===== src/rtl/parking_gate_ctrl.sv =====
// parking_gate_ctrl
//   Entry-gate controller for a parking lot. A car at the front sensor is asked
//   for a passcode. A correct code opens the gate. Repeated wrong codes lock the
//   gate out for a while. The module keeps a count of the parked cars.
//
// Handshake: pass_in is sampled only in a cycle where pass_valid is high. Each
//   high cycle of pass_valid is one code submission. There is no back-pressure,
//   so the controller accepts every strobe. Strobes are ignored while LOCKED.
//
// Ports
//   clock_in      single clock, rising edge
//   rst_in        synchronous active-high reset
//   Front_Sensor  car waiting at the entry gate
//   Back_Sensor   car has driven through the gate
//   Exit_Sensor   one-cycle pulse per car leaving the lot
//   pass_in       submitted passcode, qualified by pass_valid
//   pass_valid    one-cycle submission strobe
//   G_LED         gate open
//   R_LED         entry refused (wrong code, tailgate stop, lockout, lot full)
//   alarm         lockout active
//   full          count == CAPACITY
//   count         cars currently parked
//   state_code    current FSM state (debug / observability)
module parking_gate_ctrl #(
    parameter int                PASS_W      = 4,
    parameter logic [PASS_W-1:0] PASSCODE    = 4'b0110,
    parameter int                CAPACITY    = 8,
    parameter int                MAX_TRIES   = 3,
    parameter int                WAIT_CYCLES = 16,
    parameter int                LOCK_CYCLES = 32
) (
    input  logic                          clock_in,
    input  logic                          rst_in,
    input  logic                          Front_Sensor,
    input  logic                          Back_Sensor,
    input  logic                          Exit_Sensor,
    input  logic [PASS_W-1:0]             pass_in,
    input  logic                          pass_valid,
    output logic                          G_LED,
    output logic                          R_LED,
    output logic                          alarm,
    output logic                          full,
    output logic [$clog2(CAPACITY+1)-1:0] count,
    output logic [2:0]                    state_code
);

    localparam int CNT_W   = $clog2(CAPACITY + 1);
    localparam int TRY_W   = $clog2(MAX_TRIES + 1);
    localparam int TMR_MAX = (WAIT_CYCLES > LOCK_CYCLES) ? WAIT_CYCLES : LOCK_CYCLES;
    localparam int TMR_W   = $clog2(TMR_MAX + 1);

    typedef enum logic [2:0] {
        S_IDLE      = 3'd0,
        S_WAIT_PASS = 3'd1,
        S_WRONG     = 3'd2,
        S_GRANT     = 3'd3,
        S_STOP      = 3'd4,
        S_LOCKED    = 3'd5
    } state_t;

    state_t             state_q, state_d;
    logic [TRY_W-1:0]   tries_q, tries_d, tries_inc;
    logic [TMR_W-1:0]   timer_q, timer_d;
    logic [CNT_W-1:0]   count_q, count_d;
    logic               g_led_q, g_led_d;
    logic               r_led_q, r_led_d;
    logic               alarm_q, alarm_d;
    logic               full_w;
    logic               refuse;
    logic               entry_inc;
    logic               exit_dec;
    logic               code_ok;

    assign full_w    = (count_q == CNT_W'(CAPACITY));
    assign tries_inc = tries_q + TRY_W'(1);
    assign code_ok   = (pass_in == PASSCODE);
    assign entry_inc = (state_q == S_GRANT) && Back_Sensor;
    assign exit_dec  = Exit_Sensor && (count_q != '0);

    always_comb begin
        state_d = state_q;
        tries_d = tries_q;
        timer_d = timer_q;
        refuse  = 1'b0;

        case (state_q)
            S_IDLE: begin
                if (Front_Sensor) begin
                    if (full_w) begin
                        refuse = 1'b1;
                    end else begin
                        state_d = S_WAIT_PASS;
                        timer_d = '0;
                    end
                end
            end
            S_WAIT_PASS, S_WRONG: begin
                if (pass_valid) begin
                    // A submission restarts the inactivity timer.
                    timer_d = '0;
                    if (code_ok) begin
                        state_d = S_GRANT;
                        tries_d = '0;
                    end else begin
                        tries_d = tries_inc;
                        state_d = (tries_inc == TRY_W'(MAX_TRIES)) ? S_LOCKED : S_WRONG;
                    end
                end else if (timer_q == TMR_W'(WAIT_CYCLES - 1)) begin
                    state_d = S_IDLE;
                    tries_d = '0;
                    timer_d = '0;
                end else begin
                    timer_d = timer_q + TMR_W'(1);
                end
            end
            S_GRANT: begin
                // A second car on the front sensor as the first one passes is a tailgater.
                if (Back_Sensor) begin
                    state_d = Front_Sensor ? S_STOP : S_IDLE;
                end
            end
            S_STOP: begin
                if (pass_valid) begin
                    timer_d = '0;
                    if (code_ok) begin
                        state_d = S_GRANT;
                        tries_d = '0;
                    end else begin
                        tries_d = tries_inc;
                        state_d = (tries_inc == TRY_W'(MAX_TRIES)) ? S_LOCKED : S_WRONG;
                    end
                end
            end
            S_LOCKED: begin
                if (timer_q == TMR_W'(LOCK_CYCLES - 1)) begin
                    state_d = S_IDLE;
                    tries_d = '0;
                    timer_d = '0;
                end else begin
                    timer_d = timer_q + TMR_W'(1);
                end
            end
            default: begin
                state_d = S_IDLE;
                tries_d = '0;
                timer_d = '0;
            end
        endcase

        // An entry and an exit in the same cycle cancel out. An entry into a full lot saturates.
        count_d = count_q;
        if (entry_inc && !exit_dec) begin
            count_d = full_w ? count_q : count_q + CNT_W'(1);
        end else if (exit_dec && !entry_inc) begin
            count_d = count_q - CNT_W'(1);
        end

        // The outputs are decoded from the next state, so they change together with state_code.
        g_led_d = (state_d == S_GRANT);
        alarm_d = (state_d == S_LOCKED);
        r_led_d = refuse || (state_d == S_WRONG) || (state_d == S_STOP) ||
                  (state_d == S_LOCKED);
    end

    always_ff @(posedge clock_in) begin
        if (rst_in) begin
            state_q <= S_IDLE;
            tries_q <= '0;
            timer_q <= '0;
            count_q <= '0;
            g_led_q <= 1'b0;
            r_led_q <= 1'b0;
            alarm_q <= 1'b0;
        end else begin
            state_q <= state_d;
            tries_q <= tries_d;
            timer_q <= timer_d;
            count_q <= count_d;
            g_led_q <= g_led_d;
            r_led_q <= r_led_d;
            alarm_q <= alarm_d;
        end
    end

    assign G_LED      = g_led_q;
    assign R_LED      = r_led_q;
    assign alarm      = alarm_q;
    assign full       = full_w;
    assign count      = count_q;
    assign state_code = state_q;

endmodule


===== config.mk =====
export PLATFORM = sky130hd
export DESIGN_NAME = parking_gate_ctrl
export DESIGN_NICKNAME = d
export VERILOG_FILES = /design/src/rtl/parking_gate_ctrl.sv
export SDC_FILE = /design/constraint.sdc
export NUM_CORES = 1
export LEC_CHECK = 0
export CORE_MARGIN = 8
export CORE_UTILIZATION = 55
export CTS_CLUSTER_SIZE = 28
export DETAILED_ROUTE_END_ITERATION = 8
export GPL_TIMING_DRIVEN = 0
export PLACE_DENSITY = 0.84
export SYNTH_ARGS = -nofsm -noshare
export SYNTH_HDL_FRONTEND = slang
export SYNTH_SLANG_ARGS = --single-unit

===== constraint.sdc =====
create_clock -name clock_in -period 3.9 [get_ports clock_in]
set_input_delay 0.78 -clock clock_in [delete_from_list [all_inputs] [get_ports clock_in]]
set_output_delay 0.78 -clock clock_in [all_outputs]
set_load 0.05 [all_outputs]

Word level (Yosys, flattened, before mapping)
Index checks and enable logic that the tools add are counted.
- input bits: 10
- flip-flop bits (word level): 18
- output and inout bits: 11
- logic and storage cells: 80
- bitwise logic cells: 2
- reductions and logical operators: 17
- add/subtract/negate cells: 4
- eq/ne operators: 20
- mux-type cells: 30
- operator list (kind ; count):
    $mux 6 ; 6
    $mux 3 ; 10
    $pmux 6 s5 ; 1
    $pmux 3 s5 ; 1
    $eq 3x2->1 const B ; 4
    $eq 3x3->1 const B ; 4
    $mux 4 ; 3
    $mux 2 ; 5
    $ne 2x2->1 const B ; 5
    $pmux 2 s4 ; 1
    $reduce_and 4->1 ; 2
    $add 6x1->6 const B ; 1
    $eq 6x4->1 const B ; 1
    $eq 6x5->1 const B ; 1
    $add 4x1->4 const B ; 1
    $eq 4x3->1 const B ; 1
    $eq 4x4->1 const B ; 1
    $logic_and 1x1->1 ; 4
    $reduce_bool 4->1 ; 1
    $reduce_or 2->1 ; 2
    $sub 4x1->4 const B ; 1
    $eq 3x1->1 const B ; 1
    $logic_not 3->1 ; 1
    $logic_or 1x1->1 ; 3
    8 further kinds ; 12

Longest topological paths before layout
Gate-level depths: netlist (run 1).
- word-level depth: 10
- gate-level depth with buffers: 10

Worst setup path after synthesis (run 1)
No wires, ideal clock.
- path type: flip-flop to flip-flop
- start: reg state_q[0] (netlist: state_code[0])
- end: reg count_q[3] (netlist: count[3])
- cell stages (with the launch flop): 10
- setup time: 74 ps
- data required time: 3826 ps
- path buffers: 1
- arrival time: 2723 ps
- path slack: 1103 ps
- cell sequence: dfxtp_1 buf_6 nand3b_4 nor2_1 nand2_1 ha_1 a21o_2 a21o_1 or4_1 a31oi_1
- word-level cells in the longest chain between the ends: 6
- elaborated cells on any way between the ends: 9
- those cells by class: 2 x eq/ne; 1 x mux; 6 x reduce/logical
- ends and longest elaborated chain (what ; RTL line ; text):
    from (decl) ; 61 ; state_t state_q, state_d;
    from (signal assigned) ; 175 ; state_q <= state_d;
    $eq 3x2->1 * ; 77 ; assign entry_inc = (state_q == S_GRANT) && Back_Sensor;
    $logic_and 1x1->1 * ; 77 ;
    $logic_not 1->1 ; 154 ; end else if (exit_dec && !entry_inc) begin
    $logic_and 1x1->1 ; 154 ;
    $reduce_bool 2->1 (no source line) ; -- ;
    $reduce_and 2->1 (no source line) ; -- ;
    to (signal assigned) ; 178 ; count_q <= count_d;
    to (decl) ; 64 ; logic [CNT_W-1:0] count_q, count_d;
Every way passes the cells marked *; elsewhere a longest branch is shown, timed or not.
A chain may end at the register's enable or synchronous reset.

Final worst setup path (run 1)
- start: in Back_Sensor
- end: reg count_q[3] (netlist: count[3])
- word-level cells in the longest chain between the ends: 5
- elaborated cells on any way between the ends: 8
- those cells by class: 1 x eq/ne; 1 x mux; 6 x reduce/logical
- ends and longest elaborated chain (what ; RTL line ; text):
    from (decl) ; 35 ; input logic Back_Sensor,
    $logic_and 1x1->1 * ; 77 ;
    $logic_not 1->1 ; 154 ;
    $logic_and 1x1->1 ; 154 ;
    $reduce_bool 2->1 (no source line) ; -- ;
    $reduce_and 2->1 (no source line) ; -- ;
Marks and branches as above.

==> out/metrics.csv, run 1 <==
stage,metric,value,unit
status,status,finished clean,
routing,vias,1229,
sta,fmax,0.3173,GHz
clock_tree,cts_root_buffer,clkbuf_4,
routing,routed_wl,2977,um
power,p_leak,0.0006666,uW
clock_tree,tritoncts.num_buffers,3,
routing,drt_iter0_drc,38,
sta,slew_viol_final,0,
worst_hold_path,min_to,tries_q[1],
clock_tree,post_cts_resized,0,
floorplanning,dieArea,4063,um2
synth,synth_common_cells,"dfxtp_1, nor2_1, nand2_1",
sta,rsz0062_at_grt,no,
sta,slew_headroom,66.14,%
power,powerDensity,491.2,nW/um2
routing,drt-wirelength-per-cell,14.59,um
finish,fill_cells,185,
synth,synth_area,1254,um2
critical_path,slowest_delay,550,ps
global_routing,grt_start_max_net_pins,11,
place,portBuffers,20,
finish,ff_latch_area,360.3,um2
global_routing,grt_pass1_vias,1191,
clock_tree,cts_setup_buffers,0,
finish,layout.nets,192,
global_routing,grtUsageTotal,14.86,%
floorplanning,die_y,63.75,um
finish,area_delta_synth_final,21.66,%
clock_tree,clkSinkCount,18,
routing,viasPerCell,6.025,
synth,avgSynthCellArea,8.248,um2
critical_path,path_class,in2reg,
sta,setup_viol,0,
synth,yosysWarnings,0,
synth,postSynthNetCount,167,
critical_path,r2r_slack,1130,ps
clock_tree,cts_buffer_depth,2,
critical_path,required,4130,ps
synth,synth_top_area_share,28.74,%
clock_tree,ctsHoldBuffers,0,
critical_path,r2r_cells,9,
synth,async_reset_ff_share,0,%
synth,synth_top_flop_cell,dfxtp_1,
floorplanning,coreArea,2191,um2
clock_tree,htreeDepth,1,
power,pwr-share-seq,32.0,%
routing,first_pass_iters,4,
clock_tree,cts.clk_slew.worst_paths,110,ps
critical_path,crit_path_max_fanout,6,
worst_hold_path,hp-class,reg2reg,
critical_path,cp_slowest_cell,clkdlybuf4s50_1,
clock_tree,worstSkewPairLatency,300,ps
routing,drc,0,
synth,synth_edf_count,0,
floorplanning,ioPinCount,21,
synth,ys_types,49,
synth,ys_ff_latch,18,
power,pwr-share-comb,52.4,%
routing,drtAntennaViolNets,0,
power,ir_drop,344.0,uV
critical_path,end_kind,flip-flop,
synth,ys_seq_area_share,28.74,%
sta,post-route-min-period,3152,ps
sta,fin_tns_setup,0,ps
finish,post-route-util,69.62,%
critical_path,worstPathCellList,clkdlybuf4s50_1 > inv_1 > nor2_1 > nand2_1 > ha_1 > a21o_2 > a21o_1 > or4_1 > a31oi_1,
worst_hold_path,hold_depth,2,
global_routing,antenna_found_initial,0,
sta,finalHoldViolations,0,
synth,yosysTopAreaCell,dfxtp_1,
sta,finClkSkew,2.227,ps
finish,multi_input_area,814.5,um2
worst_hold_path,min_from,tries_q[1],
critical_path,r2r-end,count[3],
critical_path,r2r_start,state_code[2],
sta,fin_crit_sh,80.82,%
global_routing,grt_overflow,0,
synth,yosysMostFrequentCell,dfxtp_1,
power,p_clk_share,15.6,%
run,maxCapViolations,0,
critical_path,startpoint_type,input port,
place,gp_congestion,0.9284,
place,dp_hpwl,2324,um
power,switchingPower,328.9,uW
global_routing,grt_pass1_wl,5133,um
synth,netlist_instances,152,
power,p_int,420.2,uW
finish,drive_above_1_share,9.659,%
clock_tree,cts_tree,built,
floorplanning,chipWidth,63.75,um
floorplanning,num_rows,17,
finish,n_antenna_cell,0,
synth,synthTopCellsByArea,"dfxtp_1, a21oi_1, nor2_1",
floorplanning,initial_core_util,57.22,%
critical_path,worstPathArrival,3380,ps
power,p_sw_share,43.91,%
sta,max_slew.worst_pin.slew,506.4,ps
## power by group through the flow
stage | clock, uW | combinational (uW) | sequential, uW
final | 117 | 392 | 240
after global routing | 126 | 423 | 245
after CTS | 119 | 392 | 241
after detailed placement | 0 | 389 | 245
after global placement | 0 | 376 | 240
after floorplan | 0 | 213 | 311
## worst max path at each step
stage	slack [ps]	depth (start not counted)	start	to
after floorplan	1100	9	state_code[0]	count[3]
after global placement	550	9	Back_Sensor	count[3]
after detailed placement	460	9	Back_Sensor	count[3]
after CTS	770	9	Back_Sensor	count[3]
after global routing	600	9	Back_Sensor	count[3]
final	750	9	Back_Sensor	count[3]
## placed cells by master, fill, tap and decap left out, types with 3 or more instances in the layout
cell / Yosys / layout
nand3_1: 3 / 3
clkdlybuf4s50_1: 0 / 20
o211ai_1: 3 / 3
clkbuf_4: 0 / 3
nand2b_1: 3 / 3
nor2_1: 15 / 15
ha_1: 4 / 4
inv_1: 6 / 6
a21oi_1: 13 / 13
nand2_1: 14 / 14
dfxtp_1: 18 / 18
buf_2: 3 / 3
buf_6: 3 / 3
xor2_1: 4 / 4
nor4bb_1: 3 / 3
or3_1: 3 / 3
nor3_1: 4 / 4
o21ai_0: 7 / 7
nor2b_1: 5 / 5
## layout make-up
class	count	share of cell area (%)
plain buffers	7	3.692
multi-input cells	121	53.40
repair buffers	20	13.13
well taps	28	2.297
inverters	6	1.477
flip-flops and latches	18	23.63
clock buffers	4	2.379
## metal layers
layer	part of all wire (%)	wire, um	vias up	track usage [%]
met2	51	1513	51	25.73
met4	0.84	25	0	6.685
li1	-	-	604	-
met1	42	1254	571	16.85
met5	0	0	-	0
met3	6.2	184	3	3.659
## sequential cells by signal, indices dropped and copies added, names as in the netlist
name        flops
timer_q         6
state_code      3
alarm           1
tries_q         2
G_LED           1
count           4
R_LED           1
## worst max-delay path, delay by kind of cell
kind / cells / cell delay, ps
and+or+nand+nor: 3 / 1080
buffers and inverters: 2 / 610
AOI/OAI and AO/OA: 3 / 590
adders and majority gates: 1 / 320
## per-stage QoR
stage               instance area [um2]  setup WS [ps]  cells  hold slack [ps]  power [uW]
global placement                   1489          546.5    200            443.0       616.6
finish                             1525          748.1    204            461.4       749.1
detailed placement                 1489          457.9    200            452.1       634.3
CTS                                1525          765.0    204            467.3       752.4
floorplan                          1254           1103    152            435.6       524.0
global route                       1525          599.7    204            502.5       793.6
## kinds of logic after synthesis
logic type,Yosys count,share of synthesized area (%)
compound gates,41,22.26
flops,18,28.74
simple gates,69,32.73
xor+xnor,4,2.794
fa+ha+maj,5,5.589
mux,2,1.597
buf+inv,13,6.287
(Power assumes the default switching activity.)
==> run 2, diff against run 1 <==
--- a/config.mk
+++ b/config.mk
@@ -6,11 +6,11 @@
 export NUM_CORES = 1
 export LEC_CHECK = 0
 export CORE_MARGIN = 8
-export CORE_UTILIZATION = 55
+export CORE_UTILIZATION = 52
 export CTS_CLUSTER_SIZE = 28
 export DETAILED_ROUTE_END_ITERATION = 8
 export GPL_TIMING_DRIVEN = 0
-export PLACE_DENSITY = 0.84
+export PLACE_DENSITY = 0.8
 export SYNTH_ARGS = -nofsm -noshare
 export SYNTH_HDL_FRONTEND = slang
 export SYNTH_SLANG_ARGS = --single-unit
==> constraint.sdc (replaced) <==
create_clock -name clock_in -period 3.2 [get_ports clock_in]
set_input_delay 0.64 -clock clock_in [delete_from_list [all_inputs] [get_ports clock_in]]
set_output_delay 0.64 -clock clock_in [all_outputs]
set_load 0.05 [all_outputs]
==> run 2 against run 1 <==
Against the previous run:
- via count grew 0.81%
- non-clock buffer count did not move
- critical path depth is the same
- clock skew about the same
- total power increased by 22%
- final cell count did not move
- clock-buffer cell count stayed put
- clock power up 18%
- sequential power up 21%
- first-iteration DRC count is 110% higher
- wire length increased by 4.1%
- largest power group unchanged
- highest routed layer unchanged
==> out/metrics.csv, run 2 (synthesized netlist as in run 1, its figures left out) <==
stage,metric,value,unit,change
status,status,finished clean,,unchanged
critical_path,worstPathCellList,clkdlybuf4s50_1 > inv_1 > nor2_1 > nand2_1 > ha_1 > a21o_2 > a21o_1 > or4_1 > a31oi_1,,unchanged
global_routing,grt_pass1_vias,1204,,was 1191
routing,drt_iter0_drc,78,,was 38
floorplanning,die_y,65.10,um,was 63.75 um
floorplanning,initial_core_util,55.60,%,was 57.22%
sta,slew_viol_final,0,,unchanged
finish,largest_reg_flops,6,,unchanged
routing,vias,1239,,was 1229
routing,drc,0,,unchanged
floorplanning,chipWidth,65.10,um,was 63.75 um
global_routing,grt_pass1_wl,5340,um,was 5133 um
sta,fin_tns_setup,0,ps,unchanged
worst_hold_path,hp-class,reg2reg,,unchanged
critical_path,path_delay_family,simple AND/OR/NAND/NOR gates,,unchanged
routing,first_pass_iters,4,,unchanged
global_routing,grt_overflow,0,,unchanged
clock_tree,tritoncts.num_buffers,3,,unchanged
place,dp_hpwl,2387,um,was 2324 um
routing,routed_wl,3100,um,was 2977 um
finish,final_cell_mix,"clkdlybuf4s50_1, dfxtp_1, nor2_1, nand2_1, a21oi_1",,unchanged
floorplanning,ioPinCount,21,,unchanged
finish,top_register,timer_q,,unchanged
finish,final_cells,204,,unchanged
critical_path,crit_path_max_fanout,6,,unchanged
power,p_leak,0.0006666,uW,unchanged
sta,fin_crit_sh,95.85,%,
sta,fmax,0.3260,GHz,
power,power.total,911.4,uW,was 749.1 uW
sta,post-route-min-period,3067,ps,
power,ir_drop,427.4,uV,was 344.0 uV
clock_tree,cts_root_buffer,clkbuf_4,,unchanged
finish,layout.nets,192,,unchanged
floorplanning,coreArea,2255,um2,was 2191 um2
routing,drtAntennaViolNets,0,,unchanged
clock_tree,cts_setup_buffers,0,,unchanged
global_routing,antenna_found_initial,0,,unchanged
clock_tree,htreeDepth,1,,unchanged
place,portBuffers,20,,unchanged
run,maxCapViolations,0,,unchanged
finish,n_antenna_cell,0,,unchanged
clock_tree,clkSinkCount,18,,unchanged
critical_path,r2r_cells,9,,unchanged
sta,max_slew.worst_pin.slew,522.3,ps,was 506.4 ps
sta,slew_headroom,65.05,%,was 66.14%
clock_tree,cts.clk_slew.worst_paths,100,ps,was 110 ps
critical_path,worstPathArrival,3290,ps,was 3380 ps
clock_tree,cts_tree,built,,unchanged
routing,viasPerCell,6.074,,was 6.025
sta,fin_hold_ws,477.3,ps,was 461.4 ps
worst_hold_path,hold_depth,2,,unchanged
power,powerDensity,597.6,nW/um2,was 491.2 nW/um2
floorplanning,dieArea,4238,um2,was 4063 um2
critical_path,path_depth,9,,unchanged
clock_tree,ctsHoldBuffers,0,,unchanged
place,dp_cells,200,,unchanged
critical_path,slowest_delay,550,ps,about the same
clock_tree,post_cts_resized,0,,unchanged
sta,finalHoldViolations,0,,unchanged
finish,drive_above_1_share,9.659,%,unchanged
routing,drt-wirelength-per-cell,15.20,um,was 14.59 um
finish,layout_commonest_cell,clkdlybuf4s50_1,,unchanged
critical_path,end_kind,flip-flop,,unchanged
clock_tree,cts_buffer_depth,2,,unchanged
place,pre_cts_ws,-154.7,ps,was 457.9 ps
critical_path,path_buf_inv,2,,unchanged
sta,fin_ws,132.9,ps,was 748.1 ps
global_routing,grt_start_max_net_pins,11,,unchanged
sta,setup_viol,0,,unchanged
place,gp_congestion,0.9247,,was 0.9284
critical_path,path_class,in2reg,,unchanged
global_routing,grtUsageTotal,15.04,%,was 14.86%
critical_path,required,3430,ps,was 4130 ps
clock_tree,worstSkewPairLatency,290,ps,was 300 ps
finish,area_delta_synth_final,21.66,%,unchanged
critical_path,cp_slowest_cell,clkdlybuf4s50_1,,unchanged
sta,rsz0062_at_grt,no,,unchanged
critical_path,startpoint_type,input port,,unchanged
floorplanning,num_rows,17,,unchanged
sta,finClkSkew,2.172,ps,was 2.227 ps
==> run 2: power by group <==
group	leakage [uW]	switching (uW)	total [uW]	internal, uW
clock	0.0000210	68.8	138	69.4
combinational	0.000499	293	482	189
sequential	0.000146	38.0	291	253
total	0.000667	400	911	512
==> run 2: worst min-delay path, delay by kind of cell (launching register included) <==
family          cells  cell delay, ps
flops               1             320
simple gates        1              60
compound gates      1              60
==> run 2: path summary, 6_finish.rpt <==
| path | slack (ps) | endpoint | startpoint |
|---|---|---|---|
| max | 130 | count[3] | Back_Sensor |
| min | 480 | tries_q[1] | tries_q[1] |
| max reg2reg | 370 | count[3] | state_code[2] |
| min reg2reg | 480 | tries_q[1] | tries_q[1] |
==> run 2: area by class of cell <==
cell class / instances / area, um2
plain buffers: 7 / 56.30
clock buffers: 4 / 36.28
fillers: 198 / 729.5
inverters: 6 / 22.52
multi-input cells: 121 / 814.5
flip-flops and latches: 18 / 360.3
well taps: 28 / 35.03
repair buffers: 20 / 200.2
==> run 2: metrics by stage <==
step / utilization [%] / area, um2
2_1_floorplan: - / 1254
3_3_place_gp: 66.04 / 1489
3_5_place_dp: 66.04 / 1489
4_1_cts: 67.65 / 1525
5_1_grt: 67.65 / 1525
6_report: 67.65 / 1525
==> run 2: per-layer routing <==
metal / part of all wire (%) / wire length [um] / vias to the layer above / global-route usage [%]
li1: - / - / 607 / -
met1: 44 / 1355 / 585 / 18.42
met2: 49 / 1525 / 43 / 25.71
met3: 6.8 / 210 / 4 / 4.746
met4: 0.29 / 9 / 0 / 2.180
met5: 0 / 0 / - / 0
